===== config.mk =====
export PLATFORM = sky130hd
export DESIGN_NAME = instr_mem_prog
export DESIGN_NICKNAME = d
export VERILOG_FILES = /design/src/rtl/instr_mem_prog.sv
export SDC_FILE = /design/constraint.sdc
export NUM_CORES = 2
export LEC_CHECK = 0
export CAP_MARGIN = 20
export CORE_ASPECT_RATIO = 1.1
export CORE_MARGIN = 2
export CORE_UTILIZATION = 45
export CTS_CLUSTER_SIZE = 10
export DETAILED_ROUTE_END_ITERATION = 12
export DONT_BUFFER_PORTS = 1
export PLACE_DENSITY = 0.57
export RECOVER_POWER = 50
export SKIP_LAST_GASP = 1
export SYNTH_ARGS = -nofsm -noshare
export SYNTH_HDL_FRONTEND = slang
export SYNTH_SLANG_ARGS = --single-unit

===== constraint.sdc =====
create_clock -name clk -period 9.75 [get_ports clk]
set_input_delay 0 -clock clk [delete_from_list [all_inputs] [get_ports clk]]
set_output_delay 0 -clock clk [all_outputs]
set_load 0.03 [all_outputs]

===== src/rtl/instr_mem_prog.sv =====
// Reloadable instruction memory for the fetch stage: registered read port with stall,
// NOP clear after reset, and a valid/ready program-load port with auto-incrementing address.
module instr_mem_prog #(
   parameter int                 DATA_W   = 16,
   parameter int                 ADDR_W   = 8,
   parameter logic [DATA_W-1:0]  NOP_WORD = '0
) (
   input  logic                clk,
   input  logic                rst,
   input  logic                fetch_en,
   input  logic [ADDR_W-1:0]   addr,
   output logic [DATA_W-1:0]   rdata,
   output logic                rvalid,
   input  logic                prog_start,
   input  logic                prog_valid,
   input  logic [DATA_W-1:0]   prog_data,
   input  logic                prog_last,
   output logic                prog_ready,
   output logic                busy,
   output logic [ADDR_W:0]     prog_count
);

   localparam int                DEPTH     = 2 ** ADDR_W;
   localparam logic [ADDR_W-1:0] LAST_ADDR = '1;
   localparam logic [ADDR_W:0]   COUNT_MAX = (ADDR_W+1)'(DEPTH);

   typedef enum logic [1:0] {
      S_CLEAR = 2'd0,
      S_RUN   = 2'd1,
      S_LOAD  = 2'd2
   } state_t;

   state_t              state, state_next;
   logic [ADDR_W-1:0]   clr_ptr;
   logic [ADDR_W-1:0]   wr_ptr;
   logic [DATA_W-1:0]   mem [DEPTH];

   logic                we;
   logic [ADDR_W-1:0]   waddr;
   logic [DATA_W-1:0]   wdata;
   logic                fetch_go;
   logic                load_begin;
   logic                xfer;

   assign busy       = (state != S_RUN);
   assign prog_ready = (state == S_LOAD);

   // NOTE: every signal gets a default before the case so no path leaves one unassigned (no latches).
   always_comb begin
      state_next = state;
      we         = 1'b0;
      waddr      = clr_ptr;
      wdata      = NOP_WORD;
      fetch_go   = 1'b0;
      load_begin = 1'b0;
      xfer       = 1'b0;
      case (state)
         S_CLEAR: begin
            we = 1'b1;
            if (clr_ptr == LAST_ADDR) state_next = S_RUN;
         end
         S_RUN: begin
            // A load request wins over a fetch issued in the same cycle.
            if (prog_start) begin
               load_begin = 1'b1;
               state_next = S_LOAD;
            end else if (fetch_en) begin
               fetch_go = 1'b1;
            end
         end
         S_LOAD: begin
            if (prog_valid && prog_ready) begin
               xfer  = 1'b1;
               we    = 1'b1;
               waddr = wr_ptr;
               wdata = prog_data;
               if (prog_last || (wr_ptr == LAST_ADDR)) state_next = S_RUN;
            end
         end
         default: state_next = S_CLEAR;
      endcase
   end

   // NOTE: sequential state uses non-blocking assignments so all registers update from pre-edge values.
   always_ff @(posedge clk or posedge rst) begin
      if (rst) begin
         state      <= S_CLEAR;
         clr_ptr    <= '0;
         wr_ptr     <= '0;
         prog_count <= '0;
         rdata      <= '0;
         rvalid     <= 1'b0;
      end else begin
         state  <= state_next;
         rvalid <= fetch_go;
         if (fetch_go) rdata <= mem[addr];
         if (state == S_CLEAR) clr_ptr <= clr_ptr + ADDR_W'(1);
         if (load_begin) begin
            wr_ptr     <= '0;
            prog_count <= '0;
         end else if (xfer) begin
            wr_ptr <= wr_ptr + ADDR_W'(1);
            if (prog_count != COUNT_MAX) prog_count <= prog_count + (ADDR_W+1)'(1);
         end
      end
   end

   // NOTE: the array has no reset; the CLEAR sweep initialises it, which keeps it mappable to RAM.
   always_ff @(posedge clk) begin
      if (we) mem[waddr] <= wdata;
   end

endmodule


==> metrics.txt <==
run status complete, but fails checks; violated checks max-capacitance violations, max-slew violations; count of final max-slew check failures about 2,300; startpoint kind of the worst setup timing path flop; portion of the post-synthesis area used by sequential elements slightly below 80%; nets in the synthesized netlist about 7,800; synthesized cell area 160,000 um2; ranking of synthesized cells by instance count sky130_fd_sc_hd__edfxtp_1, sky130_fd_sc_hd__mux4_2, sky130_fd_sc_hd__mux2i_1; number of global-route vias before repair approximately 80,000; global-route wire length before repair 631 mm; crit path max fanout a little under 90; pin count of the biggest net entering global routing ~260; final wirelength around 450 mm; least setup slack across all paths after layout approximately 2.3 ns; maximum clock rate between 100 and 150 MHz; TritonCTS clock tree yes; total global routing overflow 0; leading post-synthesis cells by cell area sky130_fd_sc_hd__edfxtp_1, sky130_fd_sc_hd__mux4_2, sky130_fd_sc_hd__mux2i_1, sky130_fd_sc_hd__o22ai_1, sky130_fd_sc_hd__nor2_1; mean cell area of the mapped netlist approximately 21 um2; chip width roughly 570 um; Setup crit end kind flop; number of cell rows about 230; depth of the CTS H-tree 5; total instance count after detailed placement ~12,000; number of sinks driven by the clock tree 4,140; share of flip-flops with an asynchronous set or reset after synthesis under 10%; proportion of netlist area held by the largest area contributor 76.8%; final setup fails 0; violation count after the first detailed-routing iteration 10,200; total DRC errors in the routed layout 0; Pwr Density between 200 and 250 nW/um2; cell area after layout 180,000 um2; starting utilization of the core area roughly 45%; Die ar. between 300,000 and 400,000 um2; number of enable flip-flop cells after synthesis 4,096; cell type with the largest total area after synthesis sky130_fd_sc_hd__edfxtp_1; Placeable Area 354,000 um2; insertion delay to the later sink of the worst-skew pair 1.01 ns; maximum count of clock buffers along a single path 4; net total in the final layout a little over 8,000; post-layout minimum cycle time about 7.4 ns; number of iterations in the first detailed-routing pass 6; setup clock skew after layout between 0.07 and 0.08 ns; most used flip-flop cell after synthesis sky130_fd_sc_hd__edfxtp_1; Global Route Usage Sum 24.6%; CTS clk-pin slew, worst paths about 0.05 ns; via/cell ratio between 6 and 7; Wirelength per Cell about 34 um; Yosys Warn Count 0; # Post-CTS Setup Buffers 0; minimum hold slack ~0.074 ns; final estimated routing congestion in global placement 0.831; number of buffers created by CTS ~460; Req. time, crit path 9.85 ns; number of max-cap violations 36; setup TNS 0 ns; share of final-layout standard cells stronger than drive strength 1 roughly 20%; class of the tightest hold or removal check in -> reg; remaining antenna violation count 0; slew margin rel. -206%; classification of the worst setup path reg -> reg; Filler Cells Inserted 28,000; slew of the pin with the lowest slew margin about 4.6 ns; via count of the routed design 81,300; final standard cell count with taps included and fillers excluded between 10,000 and 15,000; Root Driver sky130_fd_sc_hd__clkbuf_16; RSZ-0062 raised after global routing no; most instantiated library cell after synthesis sky130_fd_sc_hd__edfxtp_1; Synth-to-Final Area Change 12.3%; height of the chip between 600 and 700 um; leakage power ~58 nW; crit path DAT between 7 and 8 ns; post-synthesis cell count between 7,000 and 8,000; post-detailed-placement half-perimeter wirelength between 200 and 300 mm; buffers added on ports 0; synth unique cells 69; Placed Instance Area 167,000 um2; Final period util about three quarters; largest vdd supply drop around 0.17 mV; final hold vios 0; number of top-level design ports between 50 and 60; post-synthesis sequential element count ~4,100; worst setup timing slack at the placement stage approximately 4.0 ns; initial antenna violation count 27
==> routing by layer <==
layer	track usage [%]	vias up	share of wire, %
met2	38.3	3726	47
met4	8.52	10	3.7
met3	4.45	641	8.5
li1	-	33100	-
met5	0	-	0.018
met1	35.3	43800	41
==> worst max-delay path, stage by stage, from the launching register on <==
cell and delay (ns):
sky130_fd_sc_hd__dfrtp_1 0.44, sky130_fd_sc_hd__nor2b_2 0.17, sky130_fd_sc_hd__clkbuf_1 0.87, sky130_fd_sc_hd__and3_1 1.60, sky130_fd_sc_hd__clkbuf_1 3.21
==> state kept, by name (all words and copies together), names as in the netlist <==
| signal | count |
|---|---|
| mem | 4096 |
| prog_count | 9 |
| wr_ptr | 8 |
| rdata | 16 |
| clr_ptr | 8 |
| rvalid | 1 |
| state | 2 |
==> area by class of cell <==
type | count | area [um2] | share of cell area (%)
flip-flops and latches | 4140 | 124000 | 69.0
multi-input cells | 3139 | 33400 | 18.6
clock buffers | 599 | 12100 | 6.71
well taps | 4735 | 5920 | 3.29
repair buffers | 435 | 3850 | 2.14
clock inverters | 40 | 410 | 0.228
inverters | 9 | 41.3 | 0.0230
diodes | 15 | 37.5 | 0.0209
==> cells by family after synthesis <==
family,synth area share [%]
flops,77.5
mux,14.4
simple gates,2.38
compound gates,3.71
buf+inv,1.87
xor+xnor,0.115
fa+ha+maj,0.0312
==> cell usage in the layout (no fill, tap or decap), types with 20 or more instances in the layout <==
cell type	n
sky130_fd_sc_hd__o21ai_0	95
sky130_fd_sc_hd__dfrtp_1	44
sky130_fd_sc_hd__clkbuf_1	178
sky130_fd_sc_hd__buf_4	287
sky130_fd_sc_hd__nor2_1	264
sky130_fd_sc_hd__a221oi_1	20
sky130_fd_sc_hd__a2111oi_0	22
sky130_fd_sc_hd__a211oi_1	99
sky130_fd_sc_hd__mux4_2	737
sky130_fd_sc_hd__nand4_1	37
sky130_fd_sc_hd__a21oi_1	111
sky130_fd_sc_hd__clkbuf_16	461
sky130_fd_sc_hd__nand2_1	319
sky130_fd_sc_hd__a22oi_1	82
sky130_fd_sc_hd__nand3b_1	20
sky130_fd_sc_hd__nor2_2	55
sky130_fd_sc_hd__edfxtp_1	4096
sky130_fd_sc_hd__dlygate4sd3_1	43
sky130_fd_sc_hd__o221ai_1	111
sky130_fd_sc_hd__nand3_1	54
sky130_fd_sc_hd__o22ai_1	214
sky130_fd_sc_hd__mux2i_1	639
==> power by group <==
group,internal [W],total (W),switching [W]
clock,0.00853,0.0151,0.00660
sequential,0.0203,0.0207,0.000323
combinational,0.000770,0.00312,0.00235
==> stage by stage <==
stage	power [W]	utilization, %
2_1_floorplan	0.0226	-
3_5_place_dp	0.0241	47.1
5_1_grt	0.0400	50.8
3_3_place_gp	0.0240	47.1
6_report	0.0389	50.8
4_1_cts	0.0391	50.8
==> worst paths after layout <==
check                                       start                   endpoint  slack [ns]  depth (start not counted)
setup / recovery             state[1]$_DFFE_PP0P_      mem[246][9]$_DFFE_PP_        2.34                          4
hold / removal                            addr[3]      rdata[14]$_DFFE_PP0P_        0.07                          6
setup reg to reg             state[1]$_DFFE_PP0P_      mem[246][9]$_DFFE_PP_        2.34                          4
hold reg to reg            clr_ptr[5]$_DFFE_PP0P_     clr_ptr[5]$_DFFE_PP0P_        0.57                          1
max in group asynchronous                     rst       rdata[6]$_DFFE_PP0P_        5.85                          4
min in group asynchronous                     rst  prog_count[8]$_DFFE_PP0P_        1.54                          4
==> repair_timing <==
item | in CTS | in global routing
hold buffers | 45 | 0
gates resized for setup | 0 | 0
hold endpoints to repair | 1082 | 0
No activity file was read; power rests on OpenSTA's default activity.
